**src/rtl/fetch_pkg.sv**
```systemverilog
// Shared types and constants for the instruction fetch path.
// Entry layout, PC step, FSM states and default reset PC.
package fetch_pkg;

  typedef struct packed {
    logic [31:0] pc;
    logic [31:0] instr;
  } fetch_entry_t;

  localparam logic [31:0] PC_STEP = 32'd4;
  localparam logic [31:0] DEFAULT_RESET_PC = 32'h0000_0000;

  typedef enum logic {
    IDLE,
    RUN
  } state_t;

endpackage

```
**src/rtl/fetch_fifo.sv**
```systemverilog
// Small synchronous FIFO of fetched {pc, instr} entries.
// Flush wins over push; head reads as zero when empty.
module fetch_fifo
  import fetch_pkg::*;
#(
  parameter int DEPTH = 2,
  localparam int AW = $clog2(DEPTH)
) (
  input  logic         clk,
  input  logic         reset,
  input  logic         push,
  input  logic         pop,
  input  logic         flush,
  input  fetch_entry_t din,
  output fetch_entry_t dout,
  output logic         full,
  output logic         empty,
  output logic [AW:0]  count
);

  localparam logic [AW:0] FULL_N = (AW + 1)'(DEPTH);
  localparam logic [AW:0] C_ONE = 1;
  localparam logic [AW-1:0] P_ONE = 1;

  fetch_entry_t   mem [DEPTH];
  logic [AW-1:0]  wr_ptr;
  logic [AW-1:0]  rd_ptr;
  logic           do_push;
  logic           do_pop;

  assign full  = (count == FULL_N);
  assign empty = (count == '0);

  assign do_pop  = pop && !empty;
  assign do_push = push && (!full || do_pop);

  assign dout = empty ? '0 : mem[rd_ptr];

  always_ff @(posedge clk) begin
    if (do_push && !flush) mem[wr_ptr] <= din;
  end

  always_ff @(posedge clk) begin
    if (reset || flush) begin
      wr_ptr <= '0;
      rd_ptr <= '0;
      count  <= '0;
    end else begin
      if (do_push) wr_ptr <= wr_ptr + P_ONE;
      if (do_pop)  rd_ptr <= rd_ptr + P_ONE;
      unique case ({do_push, do_pop})
        2'b10:   count <= count + C_ONE;
        2'b01:   count <= count - C_ONE;
        default: ;
      endcase
    end
  end

endmodule

```
**src/rtl/fetch_ctrl.sv**
```systemverilog
// Fetch sequencer: PC register, IDLE/RUN FSM, redirect handling.
// Fetched words are queued in fetch_fifo toward decode.
module fetch_ctrl
  import fetch_pkg::*;
#(
  parameter logic [31:0] RESET_PC = DEFAULT_RESET_PC,
  parameter int          DEPTH    = 2
) (
  input  logic        clk,
  input  logic        reset,
  input  logic        fetch_en,
  output logic [31:0] imem_addr,
  input  logic [31:0] imem_rdata,
  input  logic        redirect_valid,
  input  logic [31:0] redirect_pc,
  output logic        out_valid,
  input  logic        out_ready,
  output logic [31:0] out_instr,
  output logic [31:0] out_pc
);

  localparam int CW = $clog2(DEPTH) + 1;

  state_t       state;
  state_t       state_nx;
  logic [31:0]  pc;
  logic [31:0]  pc_nx;
  logic         push;
  logic         pop;
  logic         full;
  logic         empty;
  logic [CW-1:0] count;
  fetch_entry_t wr_entry;
  fetch_entry_t head;

  always_ff @(posedge clk) begin
    if (reset) begin
      state <= IDLE;
      pc    <= RESET_PC;
    end else begin
      state <= state_nx;
      pc    <= pc_nx;
    end
  end

  always_comb begin
    state_nx = state;
    unique case (state)
      IDLE:    if (fetch_en)  state_nx = RUN;
      RUN:     if (!fetch_en) state_nx = IDLE;
      default: state_nx = IDLE;
    endcase
  end

  assign out_valid = (count != '0);
  assign pop = out_ready && !empty;

  // A full buffer still accepts a word when the head leaves this cycle.
  always_comb begin
    push = (state == RUN) && fetch_en
        && !redirect_valid && (!full || pop);
    pc_nx = pc;
    unique case (1'b1)
      redirect_valid: pc_nx = redirect_pc & ~32'h3;
      push:           pc_nx = pc + PC_STEP;
      default:        ;
    endcase
  end

  assign wr_entry.pc    = pc;
  assign wr_entry.instr = imem_rdata;

  fetch_fifo #(
    .DEPTH(DEPTH)
  ) u_fifo (
    .clk   (clk),
    .reset (reset),
    .push  (push),
    .pop   (pop),
    .flush (redirect_valid),
    .din   (wr_entry),
    .dout  (head),
    .full  (full),
    .empty (empty),
    .count (count)
  );

  assign imem_addr = pc;
  assign out_instr = head.instr;
  assign out_pc    = head.pc;

endmodule

```
**config.mk**
```make
export PLATFORM = sky130hd
export DESIGN_NAME = fetch_ctrl
export DESIGN_NICKNAME = d
export VERILOG_FILES = /design/src/rtl/fetch_pkg.sv /design/src/rtl/fetch_fifo.sv /design/src/rtl/fetch_ctrl.sv
export SDC_FILE = /design/constraint.sdc
export NUM_CORES = 1
export LEC_CHECK = 0
export BUFFER_PORTS_ARGS = -buffer_cell sky130_fd_sc_hd__buf_2
export CORE_MARGIN = 3
export CORE_UTILIZATION = 45
export CTS_BUF_LIST = sky130_fd_sc_hd__clkbuf_4
export DETAILED_ROUTE_END_ITERATION = 12
export PLACE_DENSITY = 0.81
export SLEW_MARGIN = 20
export SYNTH_ARGS = -nofsm -noshare
export SYNTH_HDL_FRONTEND = slang
export SYNTH_SLANG_ARGS = --single-unit
```
**constraint.sdc**
```tcl
create_clock -name clk -period 4.4 [get_ports clk]
set_input_delay 0.44 -clock clk [delete_from_list [all_inputs] [get_ports clk]]
set_output_delay 0.44 -clock clk [all_outputs]
set_load 0.1 [all_outputs]
```
# == Yosys cells after proc, flatten, opt, wreduce, memory -nomap -nowiden ==
# Memory sizes are Yosys's and may differ from the RTL's. A register that Yosys moved wholly into a read port is not among the register bits.
# Cells that the tools add are included.
# totals
ram_bits,128
wordCells,39
output_inout_bits,97
in_bits,69
latch_bits,0
romBits,0
reg_bits,37
n_memories,1
# op_classes
n_div,0
multipliers,0
magnitude_cmp,0
n_shift,0
add_sub_neg,5
bitwise,0
reduce_logical,17
eq_ne,3
muxes,8
# mem_list
name,depth,word_bits,rd,rd_clocked_by_memory_dff,write_ports,line,source
u_fifo.mem,2,64,1,1,1,fetch_fifo.sv:25,fetch_entry_t mem [DEPTH];
# op_table
cell,n
$mux 64,1
$pmux 32 s2,1
$add 32x3->32 const B,1
$logic_and 1x1->1,7
$reduce_bool 2->1,3
$mux 1,5
$eq 2x2->1 const B,2
$pmux 2 s2,1
$logic_not 1->1,3
$logic_or 1x1->1,3
$add 1x1->1 const B,2
$add 2x1->2 const B,1
$eq 2x1->1 const B,1
$logic_not 2->1,1
$sub 2x1->2 const B,1

# == Longest topological paths before layout ==
# Gate-level depths: netlist of the first run.
# depth
depth_word,9
ltp_mapped,9
depth_no_buf,8

# == By module ==
# From an unflattened synthesis of the first run, not the netlist that was laid out.
# unflattened
hier_cells,512
hier_area_um2,6840.3
# by_module_without_submodules
module,cells_per_inst,area_each_um2,instances,seq_area_each_um2
fetch_fifo,299,5089.9,1,3943.8
fetch_ctrl,213,1750.4,1,620.6

# == Worst setup path after synthesis of the first run ==
# No wires, ideal clock.
# synth_path
path_type,input to register
start,in redirect_valid
end,mem u_fifo.mem[0][0] (netlist name) (enable)
setup_ps,482
path_slack_ps,374
arrival_time_ps,3544
stages,5
n_path_buf,2
required_ps,3918
cell_sequence,inv_1 > buf_6 > buf_2 > nand2_1 > nor2_1
# synth_via
elab_chain_len,7
# synth_rtl
item,line,source
from (decl),fetch_ctrl.sv:14,"input logic redirect_valid,"
$logic_not 1->1 (*),"fetch_fifo.sv:40, fetch_ctrl.sv:61",
$logic_and 1x1->1 (2 in a row),fetch_ctrl.sv:61,&& !redirect_valid && (!full || pop);
$logic_and 1x1->1,fetch_fifo.sv:35,assign do_push = push && (!full || do_pop);
$logic_and 1x1->1 (*),fetch_fifo.sv:40,if (do_push && !flush) mem[wr_ptr] <= din;
$mux 1 (*),fetch_fifo.sv:40,
$mux 1 (not written as such) (*),fetch_fifo.sv:40,
to (decl),fetch_fifo.sv:25,
# Mark *: on every way between the ends. The rest lies on a longest branch, timed or not.

==> results of run 1 <==
cells in the final DEF, fill, tap and decap left out, drive strengths merged, types with 4 or more instances in the layout:
cell	n
inv	15
nand3	14
clkinv	7
nor4	10
and3	6
conb	4
or3	11
and2	4
buf	164
a311oi	13
bufinv	4
clkbuf	19
nor3	11
a211oi	8
nand4	13
or4	9
o21ai	12
o31ai	6
nor2	90
edfxtp	124
nand2	16
xnor2	8
mux2i	62
dfxtp	36
and4	5
state kept, by name, indices dropped and copies added (netlist names), named ones only:
name,flops
u_fifo.rd_ptr,1
imem_addr,30
u_fifo.count,2
u_fifo.mem,124
u_fifo.wr_ptr,1
state,1
cell usage after synthesis, types with 3 or more instances:
library cell / number / share of area
xor2_1: 3 / 0.0038
a211oi_1: 8 / 0.0088
nor2_1: 90 / 0.049
buf_4: 4 / 0.0044
and3_1: 4 / 0.0037
nor4_1: 9 / 0.0082
or4_1: 7 / 0.0077
a311oi_1: 13 / 0.017
edfxtp_1: 124 / 0.54
inv_1: 13 / 0.0071
nand4_1: 11 / 0.010
nand3_1: 14 / 0.010
xnor2_1: 8 / 0.010
and2_1: 4 / 0.0037
dfxtp_1: 36 / 0.11
a21oi_1: 3 / 0.0022
nand2_1: 16 / 0.0088
or3_1: 8 / 0.0073
o31ai_1: 6 / 0.0066
mux2i_1: 62 / 0.091
nor3_1: 11 / 0.0080
and4_1: 3 / 0.0038
o21ai_0: 12 / 0.0088
clkbuf_1: 18 / 0.0099
buf_6: 3 / 0.0049
report_power, final:
part,total (mW),leakage (nW),internal [mW],switching (mW)
combinational,0.353,1.35,0.0701,0.283
clock,0.944,0.171,0.456,0.489
sequential,1.71,1.44,1.66,0.0486
per-layer routing:
metal | global-route usage | share of wire | vias to the layer above
met5 | 0 | 0 | -
met4 | 0.0673 | 0.018 | 0
met3 | 0.0519 | 0.079 | 24
met2 | 0.324 | 0.49 | 213
met1 | 0.237 | 0.41 | 2384
li1 | - | - | 2340
final timing paths:
| path | from | cells past startpoint | endpoint |
|---|---|---|---|
| worst min-delay path | imem_rdata[10] | 1 | u_fifo.mem[1][10]$_DFFE_PP_ |
| worst max-delay path | register | 3 | out_pc[15] |
| worst max register to register | u_fifo.count[0]$_SDFFE_PP0P_ | 4 | u_fifo.mem[1][42]$_DFFE_PP_ |
| worst min register to register | imem_addr[31]$_SDFFE_PP0P_ | 0 | u_fifo.mem[1][63]$_DFFE_PP_ |
cells by family (layout without fill, tap and decap cells):
group	after synthesis	after routing	synth area share
AO/OA/AOI/OAI	56	56	0.0600
flip-flops	160	160	0.650
AND/OR/NAND/NOR	199	199	0.150
buffers and inverters	44	209	0.0315
adder cells (fa/ha/maj)	2	2	0.00366
multiplexers	62	62	0.0907
other	1	4	0.000548
XOR/XNOR	11	11	0.0141
cell type report:
cell class | instances | area [um^2]
Fill cell | 1243 | 6620
Sequential cell | 160 | 4450
Multi-Input combinational cell | 334 | 2210
Timing Repair Buffer | 164 | 833
Tap cell | 184 | 230
Clock inverter | 13 | 166
Clock buffer | 19 | 143
Inverter | 13 | 48.8
critical path, stage by stage, from the launching register on:
cell     delay (ns)
dfxtp_4        1.06
mux2i_1        0.17
nor2_1         0.17
buf_2          0.45
metrics by stage:
| step | setup WS [ns] | hold WS [ns] | util |
|---|---|---|---|
| global placement | 1.75 | 0.497 | 0.529 |
| global route | 1.27 | 0.00592 | 0.550 |
| finish | 1.44 | 0.0602 | 0.550 |
| floorplan | 0.374 | 0.520 | - |
| detailed placement | 1.67 | 0.515 | 0.529 |
| CTS | 1.39 | 0.0133 | 0.550 |
==> flow_metrics.env, run 1 <==
export IMPL_cts_setup_buffers=0
export IMPL_globalplace_congestion=0.844
export IMPL_gr_total_overflow=0
export IMPL_final_area_um2=8080
export IMPL_arrival_ns=2.52
export IMPL_clock_latency_ns=0.57
export IMPL_fin_setup_tns_ns=0
export IMPL_fmax_ghz=0.338
export IMPL_peakVddDrop_mv=0.168
export IMPL_ys_warn_count=0
export IMPL_cap_violations=0
export IMPL_synth_area_um2=6840
export IMPL_grt_max_degree=63
export IMPL_synth_async_reset_ratio=0
export IMPL_remaining_drc_errors=0
export IMPL_ys_ff_latch=160
export IMPL_die_area_um2=16700
export IMPL_syn_area_per_cell_um2=12.8
export IMPL_yosys_cell_types_count=55
export IMPL_start_util=0.465
export IMPL_clk_pin_slew_ns=0.14
export IMPL_grt_pass1_vias=4811
export IMPL_core_area_um2=14700
export IMPL_stdcell_count=887
export IMPL_ant_nets=0
export IMPL_worstPathRequired_ns=3.96
export IMPL_root_buffer="clkbuf_4"
export IMPL_fin_total_pwr_mw=3.01
export IMPL_drtPass1Iterations=5
export IMPL_worst_pin_slew_ns=1.10
export IMPL_ctsHoldBuffers=0
export IMPL_grt_antenna_before_repair=0
export IMPL_crit_path_start_kind="register"
export IMPL_area_growth_pct=18.1
export IMPL_relSlewSlack=0.265
export IMPL_hold_viol=0
export IMPL_synth_ff_type="edfxtp_1"
export IMPL_rows=44
export IMPL_fin_crit_ns=2.96
export IMPL_path_max_fanout=62
export IMPL_holdCritPathClass="primary input to register"
export IMPL_finalCritPeriodShare=0.673
export IMPL_synth_edf_count=124
export IMPL_rsz0062_at_grt="false"
export IMPL_grt_usage=0.191
export IMPL_finClkSkew_ns=0.0257
export IMPL_criticalPathCategory="register to output pin"
export IMPL_cp_end_kind="output pin"
export IMPL_drive_above_1_share=0.304
export IMPL_cts_resized=0
export IMPL_vias=4961
export IMPL_cts_buffers=17
export IMPL_clock_sinks=160
export IMPL_finalWirelength_um=16000
export IMPL_die_h_um=129
export IMPL_synthCells=535
export IMPL_wl_per_cell_um=18.1
export IMPL_powerDensity_nw_per_um2=372
export IMPL_io_pins=166
export IMPL_synth_seq_area_share=0.650
export IMPL_drtIter0Drc=415
export IMPL_finalSetupViolCount=0
export IMPL_dpl_cell_count=855
export IMPL_dp_hpwl_um=10900
export IMPL_p_leak_nw=2.96
export IMPL_r2r_slack_ns=1.80
export IMPL_fin_nets=761
export IMPL_port_buffers=159
export IMPL_h_tree_depth=4
export IMPL_slew_viol_final=0
export IMPL_status="completed"
export IMPL_die_x_um=129
export IMPL_diodes=0
export IMPL_cts_path_max_buffers=2
export IMPL_placed_cell_area_um2=7770
export IMPL_cts_tree="done"
export IMPL_grt_pass1_wl_um=24800
export IMPL_vias_per_cell=5.59
(Power assumes the default switching activity.)
==> run 2: changes to the inputs <==
Clock period 4.4 ns to 2.8 ns, I/O delays scaled along.
==> run 2 against run 1 <==
Core utilization grew 4.5 points. Total power is 60% higher. Clock skew shrank 0.012 ns. Register-to-register slack worse by 1.3 ns. Die area unchanged. Largest cell class unchanged. Largest power group unchanged.
==> flow_metrics.env, run 2 (synthesis gave the netlist of run 1 again) <==
export IMPL_status="completed"
export IMPL_fin_nets=826
export IMPL_criticalPathCategory="register to output pin"
export IMPL_p_int_mw=3.50
export IMPL_area_growth_pct=27.8
export IMPL_fin_crit_ns=2.59
export IMPL_grt_antenna_before_repair=1
export IMPL_fin_util=0.595
export IMPL_pwr_share_seq=0.559
export IMPL_layout_commonest_cell="buf_2"
export IMPL_fill_cells=1160
export IMPL_rsz0062_at_grt="false"
export IMPL_drive_above_1_share=0.292
export IMPL_regArea_um2=4450
export IMPL_start_util=0.465
export IMPL_finalSetupViolCount=0
export IMPL_h_tree_depth=4
export IMPL_cts_path_max_buffers=2
export IMPL_final_cell_mix="159 x buf_2, 124 x edfxtp_1, 88 x nor2_1, 62 x mux2i_1, 57 x dlygate4sd3_1"
export IMPL_slew_viol_final=0
export IMPL_worst_pin_slew_ns=0.696
export IMPL_fin_setup_tns_ns=0
export IMPL_grt_max_degree=50
export IMPL_die_h_um=129
export IMPL_die_area_um2=16700
export IMPL_cp_end_kind="output pin"
export IMPL_netSwitchingFraction=0.271
export IMPL_clock_sinks=160
export IMPL_grt_usage=0.208
export IMPL_finClkSkew_ns=0.0140
export IMPL_grt_pass1_wl_um=27100
export IMPL_vias=5245
export IMPL_drtPass1Iterations=7
export IMPL_drtIter0Drc=497
export IMPL_fmax_ghz=0.386
export IMPL_cts_resized=0
export IMPL_crit_buf_inv=2
export IMPL_ctsHoldBuffers=57
export IMPL_relSlewSlack=0.536
export IMPL_cts_buffers=17
export IMPL_combPwrFrac=0.130
export IMPL_cap_violations=0
export IMPL_cts_setup_buffers=0
export IMPL_path_max_fanout=32
export IMPL_r2r_slack_ns=0.47
export IMPL_p_leak_nw=3.24
export IMPL_finalWirelength_um=17200
export IMPL_peakVddDrop_mv=0.288
export IMPL_largest_reg_flops=124
export IMPL_arrival_ns=2.31
export IMPL_max_stage_delay_ns=0.75
export IMPL_port_buffers=159
export IMPL_crit_chain="buf_12, mux2i_1, nor2_1, buf_2"
export IMPL_die_x_um=129
export IMPL_crit_path_start_kind="register"
export IMPL_gr_total_overflow=0
export IMPL_clock_latency_ns=0.54
export IMPL_finalCritPeriodShare=0.925
export IMPL_path_delay_family="buffers and inverters"
export IMPL_holdCritPathClass="primary input to register"
export IMPL_io_pins=166
export IMPL_remaining_drc_errors=0
export IMPL_hold_viol=0
export IMPL_dp_hpwl_um=11200
export IMPL_worstPathRequired_ns=2.52
export IMPL_rows=44
export IMPL_powerDensity_nw_per_um2=549
export IMPL_cts_tree="done"
export IMPL_cp_slowest_cell="dfxtp_4"
export IMPL_root_buffer="clkbuf_4"
export IMPL_p_sw_mw=1.30
export IMPL_power_frac_clock=0.311
export IMPL_grt_pass1_vias=5374
export IMPL_wl_per_cell_um=18.1
export IMPL_globalplace_congestion=0.858
export IMPL_vias_per_cell=5.50
export IMPL_ant_nets=0
export IMPL_multiInputGateArea_um2=2210
export IMPL_clk_pin_slew_ns=0.12
export IMPL_core_area_um2=14700
export IMPL_top_register="u_fifo.mem"
## run 2: cell types whose count changed in the layout (fill, tap and decap cells not counted)
cell           before  now
clkbuf_4           19   20
clkinv_2            2    3
diode_2             0    1
inv_4               2    1
dlygate4sd3_1       0   57
buf_12              0    2
clkinv_1            4    2
clkinvlp_4          0    1
buf_4               5   11
## run 2: metal layers
layer  global-route usage  wire length [um]  vias to the layer above
met4               0.0871               340                        0
met5                    0                 0                        -
li1                     -                 -                     2460
met2                0.352              8600                      264
met3               0.0503              1380                       29
met1                0.256              6910                     2492
## run 2: tightest hold or removal path, stage by stage
cell	delay, ns
buf_2	0.09
nor2_1	0.12
a311oi_1	0.07
## run 2: per-stage QoR
step | power [mW] | setup WS (ns) | area [um^2] | std cells | hold slack (ns)
after floorplan | 3.15 | 0.0445 | 6860 | 538 | 0.379
after global placement | 3.28 | 0.665 | 7860 | 863 | 0.470
after detailed placement | 3.30 | 0.523 | 7860 | 863 | 0.471
after CTS | 4.85 | 0.165 | 8740 | 952 | 0.00434
after global routing | 5.00 | 0.0436 | 8740 | 953 | 0.0380
final | 4.80 | 0.210 | 8740 | 953 | 0.0648
## run 2: final cells by class
class	count	share of cell area
flip-flops and latches	160	0.509
multi-input cells	334	0.253
repair buffers	229	0.170
well taps	184	0.0263
clock inverters	12	0.0189
clock buffers	20	0.0172
inverters	13	0.00558
diodes	1	0.000286
## run 2: worst paths after layout
kind / startpoint / to / cells past startpoint
setup / recovery: register / out_instr[2] / 4
hold / removal: redirect_pc[24] / imem_addr[24]$_SDFFE_PP0P_ / 3
setup reg to reg: imem_addr[2]$_SDFFE_PP0P_ / imem_addr[26]$_SDFFE_PP0P_ / 6
hold reg to reg: imem_addr[10]$_SDFFE_PP0P_ / u_fifo.mem[1][42]$_DFFE_PP_ / 0
## run 2: power by group through the flow
| stage | clock network, mW | registers (mW) | logic, mW |
|---|---|---|---|
| floorplan | 0 | 2.94 | 0.211 |
| global placement | 0 | 2.73 | 0.551 |
| detailed placement | 0 | 2.74 | 0.559 |
| CTS | 1.54 | 2.69 | 0.623 |
| global route | 1.64 | 2.70 | 0.657 |
| finish | 1.49 | 2.69 | 0.625 |
==> run 3: changes to the inputs <==
Settings changed: ABC_AREA from default to 1.
==> run 3 against run 2 <==
Cell area up 5.4%. Combinational power decreased by 4.2%. Die area up 4.0%. Non-clock buffer count fell by 7. Synthesized cell count up 42%. Core utilization increased by 0.48 points. Routed wire length up 1.8%. Sequential cell count unchanged. Total power down 0.72%. Via count increased by 14%. Critical path depth rose by 1. First-iteration DRC count down 15%. Critical endpoint is now out_instr[14].
==> flow_metrics.env, run 3 <==
export IMPL_io_pins=166
export IMPL_crit_buf_inv=3
export IMPL_drtPass1Iterations=5
export IMPL_criticalPathCategory="register to output pin"
export IMPL_cts_tree="done"
export IMPL_grt_usage=0.203
export IMPL_cp_slowest_cell="dfxtp_4"
export IMPL_grt_max_degree=43
export IMPL_root_buffer="clkbuf_4"
export IMPL_clock_latency_ns=0.56
export IMPL_die_x_um=132
export IMPL_yosysTopAreaCell="edfxtp_1"
export IMPL_port_buffers=159
export IMPL_synthCells=758
export IMPL_dpl_cell_count=1107
export IMPL_max_stage_delay_ns=0.48
export IMPL_cts_path_max_buffers=2
export IMPL_finalSetupViolCount=0
export IMPL_synth_area_um2=7130
export IMPL_die_area_um2=17400
export IMPL_crit_chain="inv_2, buf_4, nand2_1, a21oi_1, buf_2"
export IMPL_core_area_um2=15400
export IMPL_clock_sinks=160
export IMPL_wl_per_cell_um=14.7
export IMPL_peakVddDrop_mv=0.255
export IMPL_ys_warn_count=0
export IMPL_hold_viol=0
export IMPL_path_max_fanout=28
export IMPL_globalplace_congestion=0.888
export IMPL_cts_buffers=17
export IMPL_fin_util=0.600
export IMPL_start_util=0.464
export IMPL_worst_pin_slew_ns=0.596
export IMPL_powerDensity_nw_per_um2=517
export IMPL_grt_antenna_before_repair=0
export IMPL_crit_path_start_kind="register"
export IMPL_top_usage_layer="met2"
export IMPL_vias_per_cell=5.01
export IMPL_worstPathRequired_ns=2.52
export IMPL_synth_seq_area_share=0.624
export IMPL_synth_area_leaders="edfxtp_1 52%, nand2_1 14%, dfxtp_1 10%, a21oi_1 6.0%, nor2_1 3.3%"
export IMPL_synth_ff_type="edfxtp_1"
export IMPL_finalCritPeriodShare=0.894
export IMPL_dp_hpwl_um=11600
export IMPL_top_register="u_fifo.mem"
export IMPL_use_met1=0.256
export IMPL_rows=45
export IMPL_holdCritPathClass="primary input to register"
export IMPL_cap_violations=0
export IMPL_arrival_ns=2.22
export IMPL_rsz0062_at_grt="false"
export IMPL_stdcell_count=1190
export IMPL_remaining_drc_errors=0
export IMPL_drive_above_1_share=0.247
export IMPL_fin_crit_ns=2.50
export IMPL_cp_end_kind="output pin"
export IMPL_fin_nets=1037
export IMPL_ys_ff_latch=160
export IMPL_status="completed"
export IMPL_drtIter0Drc=422
export IMPL_h_tree_depth=4
export IMPL_area_growth_pct=29.3
export IMPL_fin_hold_ws_ns=0.0601
export IMPL_fin_setup_tns_ns=0
export IMPL_finalWirelength_um=17500
export IMPL_final_cell_mix="267 x nand2_1, 145 x buf_2, 124 x edfxtp_1, 85 x a21oi_1, 61 x nor2_1"
export IMPL_ant_nets=0
export IMPL_grt_pass1_wl_um=28100
export IMPL_relSlewSlack=0.603
export IMPL_clk_pin_slew_ns=0.14
export IMPL_diodes=0
export IMPL_syn_area_per_cell_um2=9.40
export IMPL_synth_edf_count=124
export IMPL_gr_total_overflow=0
export IMPL_fin_total_pwr_mw=4.77
export IMPL_vias=5964
export IMPL_synth_common_cells="267 x nand2_1, 124 x edfxtp_1, 85 x a21oi_1, 63 x nor2_1"
export IMPL_yosysTopAreaCellShare=0.522
export IMPL_die_h_um=132
export IMPL_yosysMostFrequentCell="nand2_1"
export IMPL_finClkSkew_ns=0.0283
export IMPL_layout_commonest_cell="nand2_1"
export IMPL_fmax_ghz=0.399
export IMPL_use_met2=0.339
export IMPL_largest_reg_flops=124
export IMPL_grt_pass1_vias=5694
export IMPL_use_met3=0.0469
export IMPL_yosys_cell_types_count=34
export IMPL_path_delay_family="buffers and inverters"
export IMPL_slew_viol_final=0
export IMPL_p_leak_nw=3.79
export IMPL_synth_async_reset_ratio=0
-- run 3: cell types whose count changed after synthesis, sizes merged, moves of 10 or more --
cell and delta:
a21oi +85, a311oi -13, inv +33, mux2i -62, nand2 +262, nand3 +32
nand4 -11, nor2 -16, nor3 -10, or3 -11
-- run 3: where the power goes --
group	leakage (nW)	total, mW	internal (mW)	switching (mW)
Clock	0.174	1.50	0.719	0.781
Sequential	1.43	2.67	2.60	0.0677
Combinational	2.19	0.599	0.162	0.438
Total	3.79	4.77	3.48	1.29
-- run 3: logic make-up (layout without fill, tap and decap cells) --
kind of cell | Yosys count | in the layout | share of synthesized area
AOI/OAI and AO/OA | 108 | 108 | 0.0832
xor gates and xnor gates | 1 | 1 | 0.00123
adders and majority gates | 2 | 2 | 0.00351
buffers and inverters | 82 | 300 | 0.0474
DFF | 160 | 160 | 0.624
other | 1 | 4 | 0.000526
and+or+nand+nor | 404 | 404 | 0.241
-- run 3: stage by stage --
stage,worst slack (ns),instance area (um^2)
2_1_floorplan,0.130,7150
3_3_place_gp,0.769,8370
3_5_place_dp,0.751,8370
4_1_cts,0.0948,9210
5_1_grt,0.109,9220
6_report,0.296,9220
-- run 3: worst paths after layout --
check | startpoint | end | slack, ns | depth (start not counted)
hold / removal | redirect_pc[21] | imem_addr[21]$_SDFFE_PP0P_ | 0.06 | 5
setup / recovery | register | out_instr[14] | 0.30 | 5
hold reg to reg | u_fifo.rd_ptr$_SDFFE_PP0P_ | register | 0.46 | 1
setup reg to reg | u_fifo.count[0]$_SDFFE_PP0P_ | imem_addr[31]$_SDFFE_PP0P_ | 0.99 | 9
-- run 3: timing repair --
| item | CTS | global route |
|---|---|---|
| hold buffers | 51 | 0 |
| endpoints found under the setup margin | 0 | 5 |
| hold endpoints to repair | 83 | 0 |
| resized for setup | 0 | 4 |
| setup buffers | 0 | 0 |
-- run 3: metal layers --
metal  share of wire  vias up
li1                -     2938
met1            0.43     2762
met2            0.48      226
met3           0.067       38
met4           0.027        0
met5               0        -
-- run 3: worst register-to-register path, cell delays in order, from the launching register on --
cell and delay (ns):
dfxtp_1 0.47, inv_2 0.07, nand3_2 0.06, nand2_2 0.12, inv_2 0.34, nor2_1 0.15
buf_4 0.23, nor2_1 0.13, nand2_1 0.06, a21oi_1 0.13
-- run 3: layout make-up --
class	count	area (um^2)
multi-input combinational	519	2380
timing repair buffer	222	1630
clock buffer	18	135
sequential	160	4450
fill	1274	6150
tap	211	264
inverter	46	173
clock inverter	14	190
